$ cat src/rtl/shift_id_ex_if.sv
// shift_id_ex_if: decode-side inputs, forwarding buses and execute-side outputs of the shift ID/EX stage
interface shift_id_ex_if #(
  parameter int DW = 16,
  parameter int RW = 4
);
  logic          in_valid;
  logic [DW-1:0] in_instr;
  logic [DW-1:0] in_rs_data;
  logic          stall;
  logic          flush;
  logic          fwd_exmem_en;
  logic [RW-1:0] fwd_exmem_rd;
  logic [DW-1:0] fwd_exmem_data;
  logic          fwd_memwb_en;
  logic [RW-1:0] fwd_memwb_rd;
  logic [DW-1:0] fwd_memwb_data;
  logic          out_valid;
  logic          out_is_shift;
  logic [DW-1:0] out_rs;
  logic [DW-1:0] out_imm;
  logic [1:0]    out_mode;
  logic [RW-1:0] out_rd;
  logic          out_wen;
  modport master (
    output in_valid, in_instr, in_rs_data, stall, flush,
           fwd_exmem_en, fwd_exmem_rd, fwd_exmem_data,
           fwd_memwb_en, fwd_memwb_rd, fwd_memwb_data,
    input  out_valid, out_is_shift, out_rs, out_imm, out_mode, out_rd, out_wen
  );
  modport slave (
    input  in_valid, in_instr, in_rs_data, stall, flush,
           fwd_exmem_en, fwd_exmem_rd, fwd_exmem_data,
           fwd_memwb_en, fwd_memwb_rd, fwd_memwb_data,
    output out_valid, out_is_shift, out_rs, out_imm, out_mode, out_rd, out_wen
  );
endinterface

$ cat src/rtl/shift_id_ex_stage.sv
// shift_id_ex_stage: ID/EX register for SLL/SRA/ROR with two-level forwarding, stall hold and flush bubble
// SHIFT_STAGE_PERF_EN adds saturating perf_shift_cnt / perf_stall_cnt outputs.
module shift_id_ex_stage #(
  parameter int DW = 16,
  parameter int RW = 4
) (
  input  logic        clk,
  input  logic        rst_n,
  shift_id_ex_if.slave bus
`ifdef SHIFT_STAGE_PERF_EN
  ,
  output logic [15:0] perf_shift_cnt,
  output logic [15:0] perf_stall_cnt
`endif
);
  logic [3:0]    opc, imm;
  logic [RW-1:0] rd, rs;
  logic          dec_shift, ex_hit, wb_hit, snoop;
  logic [1:0]    dec_mode;
  logic [DW-1:0] fwd_rs;
  logic          valid_q, valid_d, is_shift_q, is_shift_d, wen_q, wen_d;
  logic [DW-1:0] rs_q, rs_d;
  logic [3:0]    imm_q, imm_d;
  logic [1:0]    mode_q, mode_d;
  logic [RW-1:0] rd_q, rd_d, rsa_q, rsa_d;
  always_comb begin
    opc        = bus.in_instr[15:12];
    rd         = bus.in_instr[11:8];
    rs         = bus.in_instr[7:4];
    imm        = bus.in_instr[3:0];
    dec_shift  = opc == 4'h4 || opc == 4'h5 || opc == 4'h6;
    dec_mode   = opc == 4'h5 ? 2'b01 : opc == 4'h6 ? 2'b10 : 2'b00;
    ex_hit     = bus.fwd_exmem_en && bus.fwd_exmem_rd == rs && rs != '0;
    wb_hit     = bus.fwd_memwb_en && bus.fwd_memwb_rd == rs && rs != '0;
    fwd_rs     = ex_hit ? bus.fwd_exmem_data : wb_hit ? bus.fwd_memwb_data : bus.in_rs_data;
    // a producer retiring from MEM/WB while we are held must still reach the shifter
    snoop      = bus.fwd_memwb_en && bus.fwd_memwb_rd == rsa_q && rsa_q != '0 && valid_q;
    valid_d    = bus.flush ? 1'b0 : bus.stall ? valid_q    : bus.in_valid;
    is_shift_d = bus.flush ? 1'b0 : bus.stall ? is_shift_q : dec_shift;
    wen_d      = bus.flush ? 1'b0 : bus.stall ? wen_q      : bus.in_valid && dec_shift && rd != '0;
    mode_d     = bus.flush ? '0   : bus.stall ? mode_q     : dec_mode;
    imm_d      = bus.flush ? '0   : bus.stall ? imm_q      : imm;
    rd_d       = bus.flush ? '0   : bus.stall ? rd_q       : rd;
    rsa_d      = bus.flush ? '0   : bus.stall ? rsa_q      : rs;
    rs_d       = bus.flush ? '0   : bus.stall ? (snoop ? bus.fwd_memwb_data : rs_q) : fwd_rs;
  end
  always_ff @(posedge clk or negedge rst_n) begin
    if (!rst_n) begin
      valid_q    <= 1'b0;
      is_shift_q <= 1'b0;
      wen_q      <= 1'b0;
      rs_q       <= '0;
      imm_q      <= '0;
      mode_q     <= '0;
      rd_q       <= '0;
      rsa_q      <= '0;
    end else begin
      valid_q    <= valid_d;
      is_shift_q <= is_shift_d;
      wen_q      <= wen_d;
      rs_q       <= rs_d;
      imm_q      <= imm_d;
      mode_q     <= mode_d;
      rd_q       <= rd_d;
      rsa_q      <= rsa_d;
    end
  end
  assign bus.out_valid    = valid_q;
  assign bus.out_is_shift = is_shift_q;
  assign bus.out_wen      = wen_q;
  assign bus.out_rs       = rs_q;
  assign bus.out_imm      = {{(DW-4){1'b0}}, imm_q};
  assign bus.out_mode     = mode_q;
  assign bus.out_rd       = rd_q;
`ifdef SHIFT_STAGE_PERF_EN
  logic [15:0] shift_cnt_q, shift_cnt_d, stall_cnt_q, stall_cnt_d;
  always_comb begin
    shift_cnt_d = (!bus.flush && !bus.stall && bus.in_valid && dec_shift && shift_cnt_q != 16'hFFFF)
                  ? shift_cnt_q + 16'd1 : shift_cnt_q;
    stall_cnt_d = (!bus.flush && bus.stall && valid_q && stall_cnt_q != 16'hFFFF)
                  ? stall_cnt_q + 16'd1 : stall_cnt_q;
  end
  always_ff @(posedge clk or negedge rst_n) begin
    if (!rst_n) begin
      shift_cnt_q <= '0;
      stall_cnt_q <= '0;
    end else begin
      shift_cnt_q <= shift_cnt_d;
      stall_cnt_q <= stall_cnt_d;
    end
  end
  assign perf_shift_cnt = shift_cnt_q;
  assign perf_stall_cnt = stall_cnt_q;
`endif
endmodule

$ cat src/flat_wrapper.sv
// flat-port wrapper written by rule: the top's interface ports become plain ports
module shift_id_ex_stage_flat 
#(
  parameter int DW = 16,
  parameter int RW = 4
)
  (clk, rst_n, bus_in_valid, bus_in_instr, bus_in_rs_data, bus_stall, bus_flush, bus_fwd_exmem_en, bus_fwd_exmem_rd, bus_fwd_exmem_data, bus_fwd_memwb_en, bus_fwd_memwb_rd, bus_fwd_memwb_data, bus_out_valid, bus_out_is_shift, bus_out_rs, bus_out_imm, bus_out_mode, bus_out_rd, bus_out_wen);
  shift_id_ex_if #(.DW(DW), .RW(RW)) bus_i ();
  input  logic clk;
  input  logic rst_n;
  input wire logic [$bits(bus_i.in_valid)-1:0] bus_in_valid;
  input wire logic [$bits(bus_i.in_instr)-1:0] bus_in_instr;
  input wire logic [$bits(bus_i.in_rs_data)-1:0] bus_in_rs_data;
  input wire logic [$bits(bus_i.stall)-1:0] bus_stall;
  input wire logic [$bits(bus_i.flush)-1:0] bus_flush;
  input wire logic [$bits(bus_i.fwd_exmem_en)-1:0] bus_fwd_exmem_en;
  input wire logic [$bits(bus_i.fwd_exmem_rd)-1:0] bus_fwd_exmem_rd;
  input wire logic [$bits(bus_i.fwd_exmem_data)-1:0] bus_fwd_exmem_data;
  input wire logic [$bits(bus_i.fwd_memwb_en)-1:0] bus_fwd_memwb_en;
  input wire logic [$bits(bus_i.fwd_memwb_rd)-1:0] bus_fwd_memwb_rd;
  input wire logic [$bits(bus_i.fwd_memwb_data)-1:0] bus_fwd_memwb_data;
  output wire logic [$bits(bus_i.out_valid)-1:0] bus_out_valid;
  output wire logic [$bits(bus_i.out_is_shift)-1:0] bus_out_is_shift;
  output wire logic [$bits(bus_i.out_rs)-1:0] bus_out_rs;
  output wire logic [$bits(bus_i.out_imm)-1:0] bus_out_imm;
  output wire logic [$bits(bus_i.out_mode)-1:0] bus_out_mode;
  output wire logic [$bits(bus_i.out_rd)-1:0] bus_out_rd;
  output wire logic [$bits(bus_i.out_wen)-1:0] bus_out_wen;
  assign bus_i.in_valid = bus_in_valid;
  assign bus_i.in_instr = bus_in_instr;
  assign bus_i.in_rs_data = bus_in_rs_data;
  assign bus_i.stall = bus_stall;
  assign bus_i.flush = bus_flush;
  assign bus_i.fwd_exmem_en = bus_fwd_exmem_en;
  assign bus_i.fwd_exmem_rd = bus_fwd_exmem_rd;
  assign bus_i.fwd_exmem_data = bus_fwd_exmem_data;
  assign bus_i.fwd_memwb_en = bus_fwd_memwb_en;
  assign bus_i.fwd_memwb_rd = bus_fwd_memwb_rd;
  assign bus_i.fwd_memwb_data = bus_fwd_memwb_data;
  assign bus_out_valid = bus_i.out_valid;
  assign bus_out_is_shift = bus_i.out_is_shift;
  assign bus_out_rs = bus_i.out_rs;
  assign bus_out_imm = bus_i.out_imm;
  assign bus_out_mode = bus_i.out_mode;
  assign bus_out_rd = bus_i.out_rd;
  assign bus_out_wen = bus_i.out_wen;
  shift_id_ex_stage #(.DW(DW), .RW(RW)) u_core (.clk(clk), .rst_n(rst_n), .bus(bus_i));
endmodule
$ cat config.mk
export PLATFORM = sky130hd
export DESIGN_NAME = shift_id_ex_stage_flat
export DESIGN_NICKNAME = d
export VERILOG_FILES = /design/src/rtl/shift_id_ex_if.sv /design/src/rtl/shift_id_ex_stage.sv /design/src/flat_wrapper.sv
export SDC_FILE = /design/constraint.sdc
export NUM_CORES = 1
export LEC_CHECK = 0
export ABC_AREA = 1
export BUFFER_PORTS_ARGS = -buffer_cell sky130_fd_sc_hd__buf_2
export CAP_MARGIN = 30
export CORE_MARGIN = 2
export CORE_UTILIZATION = 40
export CTS_BUF_LIST = sky130_fd_sc_hd__clkbuf_16
export DETAILED_ROUTE_END_ITERATION = 7
export GPL_ROUTABILITY_DRIVEN = 0
export PLACE_DENSITY = 0.7
export REMOVE_ABC_BUFFERS = 1
export SETUP_SLACK_MARGIN = 0.2
export SYNTH_ARGS = -nofsm -noshare
export SYNTH_HDL_FRONTEND = slang
export SYNTH_SLANG_ARGS = --single-unit
$ cat constraint.sdc
create_clock -name clk -period 3 [get_ports clk]
set_input_delay 0.45 -clock clk [delete_from_list [all_inputs] [get_ports clk]]
set_output_delay 0.45 -clock clk [all_outputs]
set_load 0.05 [all_outputs]
==> out/summary.txt, run 1 <==
Run status: finished clean
Core box area: 0.00635 mm2
P&R area growth vs syn: 23.7%
Max Buffers Root-to-Sink: 2
Die X: 84.9 um
Ant. Diodes: 0
Tcrit/Tclk final: 0.586
DPL Wire Length: 5.20 mm
Crit start category: input pin
Routed wire length: 7.03 mm
Sequential area share after synthesis: 0.315
Io pins: 120
CP Capture Type: flop
Clk slew on worst S/H paths: 0.06 ns
Critical path arrival: 1.92 ns
Pwr Total: 0.00141 W
CTS Sinks: 33
Post-route cell area: 0.00324 mm2
Cell Pwr Density: 436 mW/mm2
DRT iter0 DRCs: 127
Clk Latency, worst-skew pair: 0.28 ns
Remaining DRCs: 0
Final Hold Fails: 0
Final Max Tran Viols: 0
Synth Cell Area: 0.00262 mm2
Critical path's largest stage delay: 0.43 ns
Synth top area cells: dfrtp_1 32%, nand2_1 19%, inv_1 10%
Synth unique cells: 29
Largest net degree at the start of global routing: 34
Synth warn: 0
Nets: 577
H-Tree Level Count: 2
Final period demand of the worst path: 1.76 ns
Post-CTS sizing: 0
Inserted Clock Buffers: 5
Total gr overflow: 0
Initial antenna violation count: 0
Via density per instance: 4.75
Vias in the first global route: 2630
Max Freq: 0.569 GHz
Synthesized instance count: 395
Rows: 29
Postcts setup bufs: 0
GRT Util Overall: 0.199
Utilization after layout: 0.510
Slowest-stage cell, CP: nor2_4
Rel. slew slack: 0.481
RSZ-0062 raised after global routing: false
Yosys top cell by area: dfrtp_1
Die height: 84.9 um
CTS Hold Bufs: 0
Mean Syn Cell Area: 6.63 um2
Final hold slack: 0.242 ns
Max IR drop VDD: 0.210 mV
Setup Viol. Count Final: 0
Most used cell, CP: nand2_1
Clock skew: 0.00573 ns
DRT Pass-1 Iters: 4
Max_cap viols: 0
First-pass GRT wire length: 11.7 mm
Worst Tran Pin Value: 0.778 ns
Seq cells post-synth: 33
Placed inst area: 0.00310 mm2
CTS root buffer: clkbuf_16
Setup_tns: 0 ns
Top Family by Delay on Critical Path: simple AND/OR/NAND/NOR gates
Via count: 2734
Port bufs: 107
Final ANT Viol Nets: 0
Kind of critical path: in -> reg
Initial Utilization: 0.412
Static leakage: 2.06 nW
Worst path buffer plus inverter count: 2
Post-DR wirelength/cell: 12.2 um
Worst-path fanout max: 17
Worst min-delay path category: in -> async
Post-synth top area share: 0.315
CTS tree: built
DIE AREA: 0.00721 mm2
Share of cells above drive strength 1: 0.303
Crit-path cells: buf_2 > inv_2 > a21boi_1 > nand2_1 > nor2_4 > nand2_4 > nand3_1 > nand2_1 > nand2_1 > nand2_1
WP data required: 3.16 ns
[layer usage]
metal	up-vias	track usage	wire length, um
met2	127	0.335	3300
li1	1383	-	-
met3	7	0.0574	683
met4	0	0.0491	45
met5	-	0	0
met1	1217	0.252	2990
[sequential cells by signal (all words and copies together) (netlist names)]
register                 cells
u_core.bus.out_mode          2
u_core.rsa_q                 4
u_core.bus.out_rd            4
u_core.bus.out_wen           1
u_core.bus.out_rs           16
u_core.bus.out_is_shift      1
u_core.bus.out_valid         1
u_core.imm_q                 4
[final timing paths]
path	from	end	slack [ns]	depth (start not counted)
min	rst_n	u_core.bus.out_rs[0]	0.24	1
max	bus_in_instr[7]	u_core.bus.out_rs[6]	1.24	10
min in group clk	bus_in_instr[13]	u_core.bus.out_mode[0]	0.40	2
max reg2reg	u_core.rsa_q[2]	u_core.bus.out_rs[7]	1.47	9
max in group asynchronous	rst_n	u_core.bus.out_rs[12]	2.25	1
min reg2reg	u_core.bus.out_rs[0]	u_core.bus.out_rs[0]	0.48	2
[kinds of logic (layout without fill, tap and decap cells)]
| family | Yosys count | in the layout | synth area share |
|---|---|---|---|
| AND/OR/NAND/NOR | 240 | 240 | 0.443 |
| buffers and inverters | 102 | 194 | 0.191 |
| flip-flops | 33 | 33 | 0.315 |
| AO/OA/AOI/OAI | 19 | 19 | 0.0492 |
| other | 1 | 12 | 0.00143 |
[power breakdown]
group	total, W	internal, W	switching, W
Sequential	0.000494	0.000477	0.0000172
Combinational	0.000433	0.000120	0.000314
Clock	0.000484	0.000299	0.000184
Total	0.00141	0.000896	0.000515
[synth_stat cells]
master          instances
dfrtp_1                33
a22o_1                  6
nor3_4                  1
buf_2                   3
nand4_1                18
conb_1                  1
clkbuf_1                3
buf_4                  12
clkbuf_8                1
nand3_2                20
nor2_2                  2
buf_6                   3
a21boi_1                1
o41ai_1                 1
nand2_2                 3
nor2_4                  3
a21oi_1                 1
inv_2                   4
nor2_1                 40
nand3_1                16
inv_1                  73
nand2_1               135
nand3_4                 1
dlymetal6s2s_1          1
buf_12                  1
nand2_4                 1
o21ai_0                 6
o22ai_1                 4
buf_8                   1
[final cells by class]
cell class                      count  area [um2]
Inverter                           77         289
Multi-Input combinational cell    271        1330
Clock buffer                        5         125
Clock inverter                      2        11.3
Tap cell                           77        96.3
Sequential cell                    33         826
Timing Repair Buffer              110         558
Fill cell                         650        3110
[per-stage QoR]
step	worst slack [ns]	cells
finish	1.24	575
global route	1.14	575
CTS	1.26	575
detailed placement	0.976	568
global placement	1.05	568
floorplan	1.20	381
[layout by cell type (no fill, tap or decap)]
cell,count
dfrtp_1,33
nand2_2,3
buf_2,107
a21boi_1,1
nor3_4,1
clkinvlp_4,1
nand4_1,18
nor2_1,40
o41ai_1,1
o22ai_1,4
inv_1,73
o21ai_0,6
clkbuf_16,5
nand3_2,20
nor2_2,2
a22o_1,6
nand2_4,1
nor2_4,3
nand2_1,135
conb_1,12
inv_2,4
nand3_4,1
buf_4,3
a21oi_1,1
clkinv_1,1
nand3_1,16
Power figures use the tool's default switching activity.
==> inputs of run 2 (changes only) <==
Settings changed: PLACE_DENSITY 0.7 to 0.73.
Clock period 3 ns to 1.5 ns, I/O delays scaled along.
==> run 2 against run 1 <==
Effect of this change:
- first-iteration DRC count shrank 13%
- global-route usage shrank 0.52 points
- via count grew 0.51%
- non-clock buffer count grew 12
- clock skew shrank 0.00062 ns
- largest cell class unchanged
- largest power group is now the clock network
==> out/summary.txt, run 2 (synthesis results as in run 1) <==
Via density per instance: 4.67
Initial antenna violation count: 0
Crit-path cells: inv_1 > o21ai_0 > nor2_1 > nand3_1 > nand2_4 > clkinvlp_4 > buf_6 > nand2_1 > nand2_1
Final ANT Viol Nets: 0
Slowest-stage cell, CP: dfrtp_1
CTS tree: built
Clk Latency, worst-skew pair: 0.27 ns
Kind of critical path: reg -> reg
Port bufs: 107
GRT Util Overall: 0.193
CP Capture Type: flop
Rows: 29
Max IR drop VDD: 0.520 mV
Multi-input logic area: 0.00137 mm2
CTS root buffer: clkbuf_16
Top Family by Delay on Critical Path: simple AND/OR/NAND/NOR gates
RSZ-0062 raised after global routing: true
DRT Pass-1 Iters: 4
Min-delay src: bus_in_instr[13]
Flip-flop count of the largest register after layout: 16
Worst Setup SP: u_core.rsa_q[0]
Core box area: 0.00635 mm2
Static leakage: 2.15 nW
Vias in the first global route: 2599
Clk slew on worst S/H paths: 0.05 ns
Worst path buffer plus inverter count: 3
Via count: 2748
Final hold slack: 0.168 ns
H-Tree Level Count: 2
Nets: 589
FF-to-FF Start: u_core.rsa_q[0]
Post-DR wirelength/cell: 11.7 um
Filler cells: 597
Inst Count DP: 576
Run status: finished clean
Most common cell after layout, fill and taps aside: nand2_1
Io pins: 120
Initial Utilization: 0.412
Inserted Clock Buffers: 5
CTS Sinks: 33
DRT iter0 DRCs: 110
WP data required: 1.66 ns
Remaining DRCs: 0
DPL Wire Length: 5.22 mm
Ant. Diodes: 0
Max_cap viols: 0
Total gr overflow: 0
Final period demand of the worst path: 1.40 ns
Die X: 84.9 um
Setup Viol. Count Final: 0
Tcrit/Tclk final: 0.933
First-pass GRT wire length: 11.4 mm
Crit start category: flop
Max Freq: 0.715 GHz
Routed wire length: 6.86 mm
Register area: 826 um2
Max Buffers Root-to-Sink: 2
DIE AREA: 0.00721 mm2
Most used cell, CP: nand2_1
Share of cells above drive strength 1: 0.342
Final Hold Fails: 0
P&R area growth vs syn: 31.7%
Non-filler cells in the finished layout: 588
Worst-path fanout max: 8
Largest net degree at the start of global routing: 34
Worst min-delay path category: in -> reg
Cell Pwr Density: 883 mW/mm2
Final Max Tran Viols: 0
Setup_tns: 0 ns
Critical path's largest stage delay: 0.36 ns
Critical path arrival: 1.56 ns
Die height: 84.9 um
Most frequent cells in the layout: 127 x nand2_1, 107 x buf_2, 69 x inv_1
Clock skew: 0.00511 ns
-- run 2: cell types whose count changed in the layout (fill, tap and decap cells not counted) --
cell and change:
nand2_8 +1, bufinv_16 +1, nand2_4 +1, clkinvlp_4 +1
buf_12 +3, inv_2 +3, dlygate4sd3_1 +1, inv_1 -4
buf_4 +6, buf_6 +2, nand2_2 +6, nand2_1 -8
-- run 2: timing repair --
action                     4_1_cts  5_1_grt
hold endpoints to repair        30        0
hold buffers                     1        0
buffers inserted                 2        1
pin swaps                        0        6
resized for setup                5       12
setup endpoints to repair       16       16
-- run 2: routing by layer --
layer,up-vias,track usage,share of wire
met5,-,0,0
met4,0,0.0577,0.0073
met3,6,0.0496,0.074
met2,105,0.348,0.49
met1,1220,0.226,0.43
li1,1417,-,-
-- run 2: cell type report --
type / instances / area share
Clock buffer: 5 / 0.0363
Clock inverter: 3 / 0.0120
Inverter: 77 / 0.0849
Multi-Input combinational cell: 271 / 0.398
Sequential cell: 33 / 0.239
Tap cell: 77 / 0.0279
Timing Repair Buffer: 122 / 0.202
-- run 2: metrics by stage --
step / util / setup WS (ns) / area [um2] / total power [W]
floorplan: - / -0.0751 / 2450 / 0.00158
global placement: 0.504 / 0.0661 / 3200 / 0.00190
detailed placement: 0.504 / -0.00505 / 3200 / 0.00191
CTS: 0.537 / 0.163 / 3410 / 0.00307
global route: 0.543 / 0.0448 / 3450 / 0.00321
finish: 0.543 / 0.101 / 3450 / 0.00304
-- run 2: where the power goes --
group	leakage, nW	switching (W)	total [W]	internal, W
combinational	1.64	0.000640	0.000927	0.000287
sequential	0.434	0.0000377	0.000992	0.000954
clock	0.0775	0.000350	0.00113	0.000776
total	2.15	0.00103	0.00304	0.00202
-- run 2: worst register-to-register path, delay by kind of cell (launching register included) --
family                 cells  cell delay [ns]
AO/OA/AOI/OAI              1             0.08
buffers and inverters      3             0.35
flip-flops                 1             0.36
AND/OR/NAND/NOR            5             0.50
-- run 2: final timing paths --
path                                          end  cells after the start  slack [ns]
setup / recovery             u_core.bus.out_rs[0]                      9        0.10
hold reg to reg              u_core.bus.out_rs[8]                      2        0.48
hold / removal             u_core.bus.out_mode[0]                      2        0.17
max in group asynchronous    u_core.bus.out_rs[2]                      3        0.68
setup reg to reg             u_core.bus.out_rs[0]                      9        0.10
min in group asynchronous         u_core.imm_q[2]                      3        0.52
==> inputs of run 3 (changes only) <==
Settings changed: CELL_PAD_IN_SITES_DETAIL_PLACEMENT set to 1, CELL_PAD_IN_SITES_GLOBAL_PLACEMENT set to 1, CORE_UTILIZATION 40 to 29, PLACE_DENSITY 0.73 to not set, PLACE_DENSITY_LB_ADDON set to 0.1.
==> run 3 against run 2 <==
Effect of this change:
- combinational power increased by 9%
- largest cell class unchanged
- largest power group unchanged
- final area up 6.2%
- clock skew decreased by 0.00074 ns
- sequential share of layout area fell by 1.4 points
- final cell count rose by 5.8%
- setup slack improved by 0.064 ns
- utilization down 12 points
- flip-flop and latch count stayed put
- maximum frequency is 4.8% higher
- register-to-register slack better by 0.06 ns
==> out/summary.txt, run 3 (synthesis results as in run 1) <==
DRT Pass-1 Iters: 4
Max IR drop VDD: 0.530 mV
Crit-path cells: inv_2 > nand2_1 > o21ai_1 > nor2_2 > nand3_2 > nand2_2 > nand2_4 > buf_12 > nor2_4 > nand2_1 > nand2_1
Critical path arrival: 1.50 ns
Met2 wire length: 4.18 mm
First-pass GRT wire length: 14.0 mm
Worst-path fanout max: 8
Initial antenna violation count: 0
Nets: 592
Final period demand of the worst path: 1.33 ns
Inst Count DP: 610
Cell Pwr Density: 919 mW/mm2
Port bufs: 107
DIE AREA: 0.00981 mm2
P&R area growth vs syn: 39.9%
Int Pwr: 0.00223 W
WP data required: 1.67 ns
Rel. slew slack: 0.652
Core box area: 0.00872 mm2
Run status: finished clean
RSZ-0062 raised after global routing: true
Total gr overflow: 0
Rows: 34
Clock skew: 0.00437 ns
Comb power frac: 0.299
Ant. Diodes: 0
Flip-flop count of the largest register after layout: 16
Critical path's largest stage delay: 0.39 ns
Largest net degree at the start of global routing: 33
CP Capture Type: flop
DRT iter0 DRCs: 54
Clk pwr share: 0.407
Worst min-delay path category: in -> reg
H-Tree Level Count: 2
Sw Share: 0.337
CTS tree: built
Met1 Wirelength: 3.91 mm
Final ANT Viol Nets: 0
Final Hold Fails: 0
Max Buffers Root-to-Sink: 2
Highest Signal Layer: met4
Share of cells above drive strength 1: 0.375
Worst Tran Pin Value: 0.522 ns
Tcrit/Tclk final: 0.890
Psw: 0.00114 W
Max Freq: 0.749 GHz
Setup Viol. Count Final: 0
Crit start category: flop
Final Max Tran Viols: 0
Clk slew on worst S/H paths: 0.06 ns
Remaining DRCs: 0
Top Family by Delay on Critical Path: simple AND/OR/NAND/NOR gates
Via density per instance: 4.48
Setup_tns: 0 ns
Initial Utilization: 0.300
GRT Util Overall: 0.177
Slowest-stage cell, CP: dfrtp_1
Sequential Power Share: 0.293
Most frequent cells in the layout: 133 x nand2_1, 107 x buf_2, 69 x inv_1
Non-filler cells in the finished layout: 622
Met3 WL: 483 um
Io pins: 120
Post-DR wirelength/cell: 13.9 um
CTS Sinks: 33
Most used cell, CP: nand2_1
DPL Wire Length: 6.30 mm
Clk Latency, worst-skew pair: 0.27 ns
Max_cap viols: 0
Die X: 99.0 um
Static leakage: 2.21 nW
CTS root buffer: clkbuf_16
Most common cell after layout, fill and taps aside: nand2_1
Die height: 99.0 um
Via count: 2788
Inserted Clock Buffers: 5
Kind of critical path: reg -> reg
Routed wire length: 8.63 mm
Vias in the first global route: 2893
Worst path buffer plus inverter count: 2
## run 3: cell count changes in the layout (fill, tap and decap cells not counted), moves of 2 or more
| cell | change |
|---|---|
| nor2_1 | -18 |
| nor2_4 | +10 |
| nor2_2 | +8 |
| nand2_1 | +6 |
| nand2_2 | -5 |
| buf_12 | +3 |
| clkinvlp_4 | -2 |
| nand3_1 | -2 |
| nand3_2 | +2 |
## run 3: layout make-up
class | instances | area [um2]
repair buffers | 125 | 772
multi-input cells | 271 | 1450
inverters | 77 | 289
fillers | 1170 | 5060
flip-flops and latches | 33 | 826
well taps | 108 | 135
clock buffers | 5 | 125
clock inverters | 3 | 68.8
## run 3: worst reg2reg max path: cells and delay by family (launching register included)
family	cells	cell delay [ns]
AO/OA/AOI/OAI	1	0.09
buffers and inverters	2	0.25
flip-flops	1	0.39
AND/OR/NAND/NOR	8	0.50
## run 3: per-layer routing
layer,vias to the layer above,track usage
met1,1286,0.228
li1,1420,-
met4,0,0.0263
met3,6,0.0376
met5,-,0
met2,76,0.309
## run 3: final timing paths
path,start,endpoint,slack (ns),cells past startpoint
worst max-delay path,u_core.rsa_q[1],u_core.bus.out_rs[6],0.17,11
worst min-delay path,bus_in_instr[13],u_core.bus.out_mode[0],0.17,2
worst max register to register,u_core.rsa_q[1],u_core.bus.out_rs[6],0.17,11
worst min register to register,u_core.bus.out_rs[0],u_core.bus.out_rs[0],0.47,2
max in group asynchronous,rst_n,u_core.bus.out_rd[0],0.48,3
min in group asynchronous,rst_n,u_core.bus.out_rs[8],0.45,2
## run 3: power by group through the flow
stage | sequential [W] | combinational (W) | clock [W]
floorplan | 0.00120 | 0.000380 | 0
finish | 0.000988 | 0.00101 | 0.00137
CTS | 0.000990 | 0.000995 | 0.00140
detailed placement | 0.00100 | 0.000956 | 0
global placement | 0.00100 | 0.000947 | 0
global route | 0.000998 | 0.00110 | 0.00144
## run 3: what timing repair did
action                                  4_1_cts  5_1_grt
hold buffers                                  1        0
pin swaps                                     5       18
resized for setup                            25       15
gates cloned                                  1        0
setup buffers                                 1        1
endpoints found under the hold margin        16        0
endpoints found under the setup margin       16       16
## run 3: per-stage QoR
step                      total power, W  setup slack (ns)  hold WS (ns)  area [um2]   util
after floorplan                  0.00158           -0.0751       -0.0706        2450      -
after global placement           0.00195             0.120         0.215        3300  0.378
after detailed placement         0.00196            0.0610         0.221        3300  0.378
after CTS                        0.00339             0.149         0.158        3590  0.412
after global routing             0.00353            0.0607         0.173        3660  0.420
final                            0.00337             0.165         0.167        3660  0.420
